==> src/rtl/dmem_arbiter_pkg.sv <==
// rtl/dmem_arbiter_pkg.sv - shared state encoding and constants for the data-RAM arbiter
package dmem_arbiter_pkg;

  typedef enum logic [1:0] {
    IDLE   = 2'd0,
    ACCESS = 2'd1,
    RDWAIT = 2'd2
  } state_e;

  localparam int WORD_SHIFT = 2;

  localparam logic PORT_MEM = 1'b0;
  localparam logic PORT_LDR = 1'b1;

endpackage

==> src/rtl/dmem_arbiter_rr_arb2.sv <==
// rtl/dmem_arbiter_rr_arb2.sv - two-way round-robin grant with optional fixed port-0 priority
module rr_arb2
  import dmem_arbiter_pkg::*;
#(
  parameter int FIXED_PRIO = 0
) (
  input  logic       clk,
  input  logic       rst,
  input  logic [1:0] req,
  input  logic       update,
  output logic       gnt_idx
);

  logic last_grant_q;
  logic last_grant_d;

  always_comb begin
    gnt_idx = ~req[0];
    if (FIXED_PRIO == 0 && (&req)) begin
      gnt_idx = ~last_grant_q;
    end
  end

  always_comb begin
    last_grant_d = last_grant_q;
    if (update) begin
      last_grant_d = gnt_idx;
    end
  end

  // Reset to the loader port so the pipeline wins the first contention.
  always_ff @(posedge clk or negedge rst) begin
    if (!rst) begin
      last_grant_q <= PORT_LDR;
    end else begin
      last_grant_q <= last_grant_d;
    end
  end

endmodule

==> src/rtl/dmem_arbiter.sv <==
// rtl/dmem_arbiter.sv - shares a single-port synchronous data RAM between the MEM stage and the loader
module dmem_arbiter
  import dmem_arbiter_pkg::*;
#(
  parameter int ADDR_W     = 14,
  parameter int DATA_W     = 32,
  parameter int FIXED_PRIO = 0
) (
  input  logic              clk,
  input  logic              rst,
  input  logic              p0_req,
  input  logic              p0_we,
  input  logic [31:0]       p0_addr,
  input  logic [DATA_W-1:0] p0_wdata,
  output logic              p0_ready,
  output logic              p0_rvalid,
  output logic [DATA_W-1:0] p0_rdata,
  output logic              p0_err,
  input  logic              p1_req,
  input  logic              p1_we,
  input  logic [31:0]       p1_addr,
  input  logic [DATA_W-1:0] p1_wdata,
  output logic              p1_ready,
  output logic              p1_rvalid,
  output logic [DATA_W-1:0] p1_rdata,
  output logic              p1_err,
  output logic              stall,
  output logic              ram_we,
  output logic [ADDR_W-1:0] ram_addr,
  output logic [DATA_W-1:0] ram_din,
  input  logic [DATA_W-1:0] ram_dout
);

  state_e            state_q, state_d;
  logic              port_q, port_d;
  logic              ram_we_q, ram_we_d;
  logic [ADDR_W-1:0] ram_addr_q, ram_addr_d;
  logic [DATA_W-1:0] ram_din_q, ram_din_d;
  logic [DATA_W-1:0] rdata0_q, rdata0_d;
  logic [DATA_W-1:0] rdata1_q, rdata1_d;

  logic [1:0]        req_vec;
  logic              gnt_idx;
  logic              arb_update;
  logic              sel_we;
  logic [31:0]       sel_addr;
  logic [DATA_W-1:0] sel_wdata;
  logic [1:0]        ready_v;
  logic [1:0]        err_v;
  logic [1:0]        rvalid_v;
  logic              unused_addr_bits;

  assign req_vec = {p1_req, p0_req};

  rr_arb2 #(
    .FIXED_PRIO(FIXED_PRIO)
  ) u_rr_arb2 (
    .clk    (clk),
    .rst    (rst),
    .req    (req_vec),
    .update (arb_update),
    .gnt_idx(gnt_idx)
  );

  assign sel_we    = gnt_idx ? p1_we    : p0_we;
  assign sel_addr  = gnt_idx ? p1_addr  : p0_addr;
  assign sel_wdata = gnt_idx ? p1_wdata : p0_wdata;

  // Bits above the RAM word index are dropped so accesses wrap.
  assign unused_addr_bits = ^{p0_addr[31:ADDR_W+2], p1_addr[31:ADDR_W+2]};

  always_comb begin
    state_d    = state_q;
    port_d     = port_q;
    ram_we_d   = 1'b0;
    ram_addr_d = ram_addr_q;
    ram_din_d  = ram_din_q;
    rdata0_d   = rdata0_q;
    rdata1_d   = rdata1_q;
    ready_v    = 2'b00;
    err_v      = 2'b00;
    rvalid_v   = 2'b00;
    arb_update = 1'b0;
    case (state_q)
      IDLE: begin
        if (|req_vec) begin
          arb_update       = 1'b1;
          ready_v[gnt_idx] = 1'b1;
          if (sel_addr[1:0] == 2'b00) begin
            ram_addr_d = sel_addr[ADDR_W+1:WORD_SHIFT];
            ram_din_d  = sel_wdata;
            ram_we_d   = sel_we;
            port_d     = gnt_idx;
            state_d    = ACCESS;
          end else begin
            err_v[gnt_idx] = 1'b1;
          end
        end
      end
      ACCESS: begin
        state_d = ram_we_q ? IDLE : RDWAIT;
      end
      RDWAIT: begin
        rvalid_v[port_q] = 1'b1;
        if (port_q == PORT_LDR) begin
          rdata1_d = ram_dout;
        end else begin
          rdata0_d = ram_dout;
        end
        state_d = IDLE;
      end
      default: begin
        state_d = IDLE;
      end
    endcase
  end

  always_ff @(posedge clk or negedge rst) begin
    if (!rst) begin
      state_q    <= IDLE;
      port_q     <= PORT_MEM;
      ram_we_q   <= 1'b0;
      ram_addr_q <= '0;
      ram_din_q  <= '0;
      rdata0_q   <= '0;
      rdata1_q   <= '0;
    end else begin
      state_q    <= state_d;
      port_q     <= port_d;
      ram_we_q   <= ram_we_d;
      ram_addr_q <= ram_addr_d;
      ram_din_q  <= ram_din_d;
      rdata0_q   <= rdata0_d;
      rdata1_q   <= rdata1_d;
    end
  end

  // Strobes are masked by reset so an aborted transaction shows nothing.
  assign p0_ready  = ready_v[0]  & rst;
  assign p1_ready  = ready_v[1]  & rst;
  assign p0_err    = err_v[0]    & rst;
  assign p1_err    = err_v[1]    & rst;
  assign p0_rvalid = rvalid_v[0] & rst;
  assign p1_rvalid = rvalid_v[1] & rst;

  assign p0_rdata = p0_rvalid ? ram_dout : rdata0_q;
  assign p1_rdata = p1_rvalid ? ram_dout : rdata1_q;

  assign stall    = p0_req & ~p0_ready;
  assign ram_we   = ram_we_q;
  assign ram_addr = ram_addr_q;
  assign ram_din  = ram_din_q;

endmodule

==> config.mk <==
export PLATFORM = sky130hd
export DESIGN_NAME = dmem_arbiter
export DESIGN_NICKNAME = d
export VERILOG_FILES = /design/src/rtl/dmem_arbiter_pkg.sv /design/src/rtl/dmem_arbiter_rr_arb2.sv /design/src/rtl/dmem_arbiter.sv
export SDC_FILE = /design/constraint.sdc
export NUM_CORES = 1
export LEC_CHECK = 0
export ABC_AREA = 1
export BUFFER_PORTS_ARGS = -buffer_cell sky130_fd_sc_hd__buf_4
export CAP_MARGIN = 30
export CORE_UTILIZATION = 40
export DETAILED_ROUTE_END_ITERATION = 16
export GPL_TIMING_DRIVEN = 1
export PLACE_DENSITY = 0.71
export SYNTH_ARGS = -nofsm -noshare
export SYNTH_HDL_FRONTEND = slang
export SYNTH_SLANG_ARGS = --single-unit
==> constraint.sdc <==
create_clock -name clk -period 3.7 [get_ports clk]
set_input_delay 0.37 -clock clk [delete_from_list [all_inputs] [get_ports clk]]
set_output_delay 0.37 -clock clk [all_outputs]
set_load 0.01 [all_outputs]
## Word-level counts from Yosys, hierarchy flattened

Index checks and enable logic that the tools add are counted.

- Register bits after elaboration: 115

- Magnitude comparators: 4
- Eq/ne operators: 4
- Multiplexer cells: 25
- Bitwise gates (word level): 11
- Reductions and logical operators: 10

Operator list:

| operator | count |
|---|---|
| 32-bit 2-to-1 mux | 3 |
| 2-bit 2-to-1 mux | 9 |
| 16-bit 2-to-1 mux | 1 |
| 1-bit 2-to-1 mux | 9 |
| 2-bit AND reduction | 4 |
| 1-bit AND | 7 |
| 2-bit zero test | 2 |
| 1-bit by 2-bit < comparator with 1-bit output, second input constant | 2 |
| 2-bit inequality test, second input constant | 2 |
| 1-bit NOT | 4 |
| 2-bit case mux with 2 select lines | 1 |
| 3-bit AND reduction | 1 |
| 1-bit demux with 1-bit select | 2 |
| 2-bit by 1-bit equality test with 1-bit output, second input constant | 1 |
| 2-bit equality test, second input constant | 1 |
| 1-bit greater-or-equal comparator, second input constant | 2 |
| 1-bit logical AND | 2 |
| 2-bit OR reduction | 1 |

## Depth between registers and ports, before layout

Gate-level depths: netlist of the first run.

- Depth in word-level cells: 11
- Depth in mapped cells: 10
- Depth with buffers taken out: 8

## By module

From an unflattened synthesis of the first run, not the netlist that was laid out.

- Cells, all modules: 773
- Area total of the unflattened synthesis: 5748.0 um^2

By module, submodules not included:

| module | instances | cells an instance | area each (um^2) | seq. area each (um^2) |
|---|---|---|---|---|
| dmem_arbiter | 1 | 766 | 5696.7 | 2852.7 |
| rr_arb2 | 1 | 7 | 51.3 | 26.3 |

## Least setup slack after synthesis of the first run

No wires, ideal clock.

- Kind: reg-to-output
- Start: register u_rr_arb2.last_grant_q
- End: output p1_err
- Arrival time: 1293 ps
- Path slack: 2037 ps
- Stages on the path, launching flop included: 8
- Path buffers: 1
- Cell sequence: dfstp_2 > inv_1 > nand2_1 > nand2_1 > nand2_1 > nand2_1 > buf_2 > nor3_1

- Cells in the longest elaborated chain, start to end: 10
- Elaborated cells between the ends (all ways): 13

Ends and longest elaborated chain:

| element | line | source |
|---|---|---|
| from (decl) | dmem_arbiter_rr_arb2.sv:14 | `logic last_grant_q;` |
| from (signal assigned) | dmem_arbiter_rr_arb2.sv:36 | `last_grant_q <= last_grant_d;` |
| 1-bit NOT (*) | dmem_arbiter_rr_arb2.sv:20 | `gnt_idx = ~last_grant_q;` |
| 1-bit 2-to-1 mux (*) | dmem_arbiter_rr_arb2.sv:19 | `if (FIXED_PRIO == 0 && (&req)) begin` |
| 1-bit by 2-bit < comparator with 1-bit output (implied by the code) or 1-bit greater-or-equal comparator (tied branches) | dmem_arbiter.sv:96 | `err_v[gnt_idx] = 1'b1;` |
| 1-bit logical AND (implied by the code) | dmem_arbiter.sv:96 |  |
| 1-bit 2-to-1 mux (implied by the code) | dmem_arbiter.sv:96 |  |
| 1-bit demux with 1-bit select | dmem_arbiter.sv:96 |  |
| 2-bit 2-to-1 mux (*) | dmem_arbiter.sv:89 | `if (sel_addr[1:0] == 2'b00) begin` |
| 2-bit 2-to-1 mux (*) | dmem_arbiter.sv:86 | `if (\|req_vec) begin` |
| 2-bit 2-to-1 mux (*) | dmem_arbiter.sv:84 | `case (state_q)` |
| 1-bit AND (*) | dmem_arbiter.sv:142 | `assign p1_err = err_v[1] & rst;` |
| to (decl) | dmem_arbiter.sv:26 | `output logic p1_err,` |

Mark *: on every way between the ends. The rest lies on a longest branch, timed or not.

## Worst setup path after layout of the first run

- Start: input rst
- End: output p0_rdata[4]

- Cells in the longest elaborated chain, start to end: 2

Ends and longest elaborated chain:

| element | line | source |
|---|---|---|
| from (decl) | dmem_arbiter.sv:10 | `input logic rst,` |
| 1-bit AND | dmem_arbiter.sv:143 | `assign p0_rvalid = rvalid_v[0] & rst;` |
| 32-bit 2-to-1 mux | dmem_arbiter.sv:146 | `assign p0_rdata = p0_rvalid ? ram_dout : rdata0_q;` |
| to (decl) | dmem_arbiter.sv:17 | `output logic [DATA_W-1:0] p0_rdata,` |

Every way passes these cells.

==> run summary, run 1 <==
The total core area is 13,900 um^2. The starting utilization of the core area came out at 41.1%. The routed via count divided by cell count came out at 4.77.

The synthesized area is 5710 um^2. The number of buffers inserted by hold repair at cts came out at 1. The die footprint is 14,800 um^2.

The post-placement worst setup slack is 1.11 ns. The routability congestion estimate is 0.729. STA classifies the critical path startpoint as an input port. The repair_antennas step left the layout with diodes totalling 0. The root buffer cell chosen for the clock tree is clkbuf_16. The via count of the first global-routing pass came to 5,051. The number of placed I/O pins is 284.

In the finished design, the share of the clock period the worst path needs comes to 81.1%. When the netlist entered floorplanning its net count stood at 944. Summed over all layers, the global routing overflow is 0.

The critical path is of the in2out type. The worst min-delay path class is in2reg. The top achievable clock speed came out at 333 MHz. The library cell used most frequently in the layout, excluding fill and tap cells, is nand2_1.

The flow ran to the end, and the final reports show no timing, DRC or antenna violations. The met3 routing resource usage after global routing came out at 5.78%. The share of total power dissipated in sequential elements is 35.0%.

The wire length of the first global-routing pass came out at 25.2 mm. The fraction of the mapped netlist area in simple logic gates came out at 30.8%. The total negative setup slack came out at 0 ns. The sequential area share after synthesis is 50.4%. The critical path endpoint category is an output port. At the pin with the least slew margin, the transition time is 0.992 ns. The minimum setup slack in the final design is 0.698 ns. After legalization and detailed placement, the total HPWL measured 10.7 mm. The largest total area in the synthesized netlist belongs to dfrtp_1. The total leakage power came out at 4.66 nW.

In this run the most used layer during global routing was met2. The clock edge transition at the registers on the reported setup and hold paths is 0.06 ns. In the layout the commonest cells are 323 x nand2_1, 258 x buf_4, 124 x o21ai_0. The net switching share of the total power is 33.7%. The clock buffer count from CTS is 17. Across all register-to-register paths, the minimum setup slack is 1.27 ns. The met1 track utilization from global routing is 29.1%. The top cell type by area accounts for 49.9% of the synthesized area.

The synthesized area per cell is 7.34 um^2. The maximum number of pins on one net before global-route repair is 117. The power spent charging and discharging nets is 2.01 mW. The number of cell rows came out at 43. Max-cap violations in this run came to 0.

The post-route netlist has 29.3% of its cells at a drive strength greater than 1. The setup skew after layout came out at 0.0100 ns. The die is 121 um tall. The combined global-route utilization of all metal layers came out at 21.8%. The count of mapped cells out of synthesis is 778.

Setup violations remaining at the end of the flow were counted as 0. The power density over the cells is 723 nW/um^2. The XOR/XNOR share of the synthesized area came out at 0%. The combinational power share is 38.8%.

Summed over all layers, the routed wires come to 15.7 mm. Once the clock tree was built, the setup fixing pass inserted 0 buffers. The design draws 5.97 mW. The most common cell type on the critical path is buf_4. The net count reported at finish came out at 1,168. Along the worst path, the maximum fanout reaches 43. The peak supply drop is 0.271 mV. Clock latency on the worst-skew pair, taken at its later pin, is 0.40 ns. The total of cells resized after clock tree synthesis is 0. The number of warning messages in the yosys log is 0. The design internal power came out at 3.96 mW. The count of input and output buffers is 251. Setup repair after global routing left no endpoint under its margin. The average wire per standard cell is 13.1 um. The count of clock tree sinks came out at 115.

By area, the combinational part of the netlist is dominated by simple AND/OR/NAND/NOR gates. The first TritonRoute pass finished after 5 iterations. The total via count in the routed design came out at 5,700. Sorting the synthesized cells by area gives the leading types as dfrtp_1 50%, nand2_1 21%, o21ai_0 11%. In this run the tightest slew margin relative to its limit is 33.6%. The buffer levels on the longest clock path is 2. The count of nets left with antenna violations once routing finished came out at 0. The final critical-path required period came out at 3.00 ns. The number of hold violations in the final report is 0. TritonCTS built the clock tree.

Yosys mapped the design onto 16 distinct sky130hd cell types. The clock network fraction of total power came out at 26.2%. The number of DRC violations after detailed-routing iteration 0 is 300.

The synthesized netlist devotes 11.3% of its cell area to compound gates. The adder and majority gate portion of the synthesized area is 0%. The fraction of met2 tracks used by global routing came out at 34.4%. The worst path required time is 3.33 ns. The number of max-slew violations in the final report came out at 0. The cell with the largest stage delay on the worst path is nand3_2.

The number of antenna violations at the first check in global routing is 0. Traced cell by cell, the critical path runs through dlygate4sd3_1 > buf_4 > nand3_2 > buf_4 > o21ai_0 > buf_4. The number of synthesized register bits is 115. The data arrival time of the critical path is 2.63 ns. The area growth from synthesis to layout is 44.5%.

The largest stage delay on the critical path came out at 0.59 ns. The H-tree depth is 4. The share of synthesized area spent on multiplexers is 0%. In the routed design, unresolved DRC markers number 0. The horizontal extent of the die is 121 um.
-- cell families (layout without fill, tap and decap cells) --
| kind of cell | after synthesis | count (layout) |
|---|---|---|
| flip-flops | 115 | 115 |
| AND/OR/NAND/NOR | 434 | 434 |
| buffers and inverters | 100 | 337 |
| AO/OA/AOI/OAI | 129 | 129 |
-- power groups by stage --
| stage | Clock [mW] | Sequential [mW] | Combinational (mW) |
|---|---|---|---|
| 6_report | 1.56 | 2.09 | 2.32 |
| 3_3_place_gp | 0 | 2.08 | 2.30 |
| 5_1_grt | 1.67 | 2.16 | 2.59 |
| 3_5_place_dp | 0 | 2.09 | 2.34 |
| 4_1_cts | 1.60 | 2.09 | 2.34 |
| 2_1_floorplan | 0 | 2.13 | 1.08 |
-- Yosys cell counts --
cell type,n
o21ai_0,124
buf_4,4
nor2_1,7
nor3_1,2
o21ai_1,5
nand2_2,1
clkbuf_1,26
nand3_1,97
buf_2,23
nor2_2,2
inv_1,44
buf_1,2
dfrtp_1,114
buf_6,1
nand2_1,325
dfstp_2,1
-- final cells by class --
type                    instances  area [um^2]
fillers                      1311         5630
flip-flops and latches        115         2880
multi-input cells             563         2430
repair buffers                261         1990
clock buffers                  22          464
well taps                     180          225
inverters                      44          165
clock inverters                10          109
-- sequential cells by signal, indices dropped and copies added, names as in the netlist --
name / flops
rdata0_q: 32
ram_din: 32
rdata1_q: 32
state_q: 2
ram_addr: 14
port_q: 1
ram_we: 1
u_rr_arb2.last_grant_q: 1
-- stage by stage --
step	hold WS [ns]	cell area [um^2]	std cells	utilization [%]
2_1_floorplan	0.0744	5710	778	-
3_3_place_gp	0.182	7650	1161	55.1
3_5_place_dp	0.184	7650	1161	55.1
4_1_cts	0.261	8240	1194	59.3
5_1_grt	0.279	8260	1195	59.5
6_report	0.269	8260	1195	59.5
-- final timing paths --
kind	start	end	cells after the start
max	rst	p0_rdata[4]	6
min	ram_dout[18]	rdata1_q[18]	3
max reg2reg	u_rr_arb2.last_grant_q	ram_addr[6]	8
min reg2reg	ram_we	state_q[1]	1
max in group asynchronous	rst	rdata0_q[30]	3
min in group asynchronous	rst	port_q	2
-- worst max-delay path: cells and delay by family --
family                 cells  cell delay [ns]
buffers and inverters      4             1.38
and+or+nand+nor            1             0.59
AOI/OAI and AO/OA          1             0.26
-- metal layers --
layer / share of wire [%] / wire length [um]
met5: 0 / 0
met4: 1.8 / 284
met3: 7.1 / 1110
met2: 47 / 7350
met1: 44 / 6930
No activity file was read; power rests on OpenSTA's default activity.
==> run 2: changes to the inputs <==
- PLACE_DENSITY: 0.71 -> 0.74
- clock period: 3.7 -> 2.5 ns (I/O delays scaled with it)
==> run summary, run 2 (synthesized netlist as in run 1, its figures left out) <==
The library cell used most frequently in the layout, excluding fill and tap cells, is nand2_1. The via count of the first global-routing pass was 5,251 (+4.0%). The combined global-route utilization of all metal layers is 22.2% (+0.38 points). The total via count in the routed design is 5,846 (+2.6%). The count of input and output buffers is 251 (unchanged).

The data arrival time of the critical path came out at 2.01 ns (-0.62 ns). The number of max-cap violations is 0 (unchanged). The count of clock tree sinks came to 115 (unchanged). The worst hold path belongs to the class in2reg. The starting utilization of the core area came to 41.1% (unchanged).

The setup skew after layout was 0.00769 ns (-0.00231 ns). The count of nets left with antenna violations after detail routing is 0 (unchanged). The number of cells after detailed placement is 1,165 (+0.34%). The number of setup violations in the final report came out at 0 (unchanged).

The post-detailed-route DRC marker count was 0 (unchanged). The post-DP HPWL is 10.9 mm (+2.1%). The root buffer cell is clkbuf_16. The flow ran to the end, and the final reports show no timing, DRC or antenna violations. The power density over the cells was 1080 nW/um^2 (+50%). The actual transition at the worst max-transition pin came to 0.589 ns (-0.403 ns). The maximum fanout count along the critical path came to 50 (+16%). Setup repair after global routing left no endpoint under its margin. The final critical-path required period is 2.26 ns. The net count reported at finish came out at 1,171 (+0.26%). The number of placed I/O pins is 284 (unchanged). The wire length of the first global-routing pass came to 25.6 mm (+1.7%).

The number of cell rows is 43 (unchanged). The routability congestion estimate is 0.779 (+6.8%). The clock buffer count from CTS is 17 (unchanged). The number of max-slew violations in the final report came out at 0 (unchanged). The H-tree depth is 4 (unchanged). The final cell count without fillers came out at 1,198 (+0.25%). The library cells used most frequently in the layout, excluding fill and tap cells, are 323 x nand2_1, 260 x buf_4, 124 x o21ai_0. The height of the chip came to 121 um (unchanged). The worst path required time came out at 2.25 ns (-1.08 ns). The critical path is of the reg2out type. The peak supply drop is 0.405 mV (+49%). The source-to-sink clock delay at the later pin of the worst-skew pair came out at 0.40 ns (about the same). The detailed-router iteration count before antenna repair is 4 (-1). The minimum hold slack is 0.152 ns (-0.117 ns). The worst register-to-register path ends at ram_din[26]. The total congestion overflow after global routing is 0 (unchanged). The share of cells above drive strength 1 is 29.6% (+0.31 points). The routed via count divided by cell count came out at 4.88 (+2.3%). The maximum number of pins on one net before global-route repair is 112 (-4.3%). The total negative setup slack is 0 ns (unchanged). The number of antenna repair diodes came to 0 (unchanged). The relative area change from synthesis to final layout came out at 45.7%. The worst reg-to-reg path cell count is 8 (unchanged).

The worst hold path begins at ram_dout[18]. The number of antenna violations at the first check in global routing is 0 (unchanged). The average wire per standard cell is 13.5 um (+2.6%). The depth of the worst hold-timing path came out at 3 (unchanged). The clock edge transition at the registers on the reported setup and hold paths came to 0.06 ns (about the same).

The worst reg-to-reg setup slack is 0.60 ns (-0.67 ns). The startpoint type of the worst setup path is a flip-flop. The clock tree from TritonCTS is built. The buffer levels on the longest clock path came to 2 (unchanged). In this run the critical register-to-register path is launched from u_rr_arb2.last_grant_q.

The sum of internal, switching and leakage power was 9.01 mW (+51%). The horizontal extent of the die is 121 um (unchanged). The path with the worst hold slack has its endpoint at rdata0_q[18]. The worst path uses 90.4% of the clock period. The detailed-route wire length came out at 16.1 mm (+2.9%). Static timing analysis puts the maximum clock frequency at 443 MHz. The total core area was 13,900 um^2 (unchanged). The worst setup path is captured at an output port. The post-CTS setup buffer count came out at 0 (unchanged). The number of hold violations in the final report came out at 0 (unchanged).

The die footprint was 14,800 um^2 (unchanged). The number of DRC violations after detailed-routing iteration 0 came out at 450 (+50%). The total of cells resized after clock tree synthesis came out at 0 (unchanged). The total leakage power is 4.70 nW (+0.76%). The relative max-transition margin came to 60.7% (+27 points).
-- run 2: changes by cell type in the layout (fill, tap and decap cells not counted) --
cell / change
buf_12: +1
buf_4: +2
bufinv_16: +1
clkbuf_1: -1
clkbuf_8: +1
clkinv_4: -1
-- run 2: layout make-up --
| class | instances | area [um^2] |
|---|---|---|
| inverters | 44 | 165 |
| flip-flops and latches | 115 | 2880 |
| well taps | 180 | 225 |
| clock inverters | 10 | 130 |
| multi-input cells | 563 | 2430 |
| repair buffers | 264 | 2020 |
| clock buffers | 22 | 474 |
| fillers | 1318 | 5560 |
-- run 2: what timing repair did --
item	CTS	global route
hold endpoints to repair	4	0
setup endpoints to repair	0	0
hold buffers	1	0
-- run 2: metrics by stage --
stage                     instance area (um^2)  utilization, %  setup slack [ns]
after floorplan                           5710               -             0.957
after global placement                    7710            55.5             0.648
after detailed placement                  7710            55.5             0.632
after CTS                                 8320            60.0             0.212
after global routing                      8320            60.0            0.0837
final                                     8320            60.0             0.241
-- run 2: worst max-delay path by stage --
stage / endpoint / cells after the start / from
2_1_floorplan: p1_err / 7 / u_rr_arb2.last_grant_q
3_3_place_gp: ram_addr[0] / 8 / u_rr_arb2.last_grant_q
3_5_place_dp: ram_din[19] / 8 / u_rr_arb2.last_grant_q
4_1_cts: p1_err / 7 / u_rr_arb2.last_grant_q
5_1_grt: p1_err / 7 / u_rr_arb2.last_grant_q
6_report: p1_err / 7 / u_rr_arb2.last_grant_q
-- run 2: report_power, final --
group	total [mW]	internal, mW	switching [mW]	leakage [nW]
Sequential	3.10	2.66	0.435	1.42
Combinational	3.45	1.69	1.75	2.98
Clock	2.46	1.64	0.824	0.296
-- run 2: per-layer routing --
layer / vias to the layer above / track usage (%) / wire length (um)
met1: 2657 / 28.6 / 6970
li1: 2944 / - / -
met5: - / 0 / 0
met4: 0 / 4.86 / 114
met2: 234 / 36.9 / 7810
met3: 11 / 6.25 / 1230
-- run 2: critical path, stage by stage, from the launching register on --
cell and delay, ns:
dfstp_2 0.36, inv_1 0.05, nand2_1 0.07, nand2_1 0.08
buf_4 0.44, nand2_1 0.18, nor3_1 0.24, buf_4 0.17
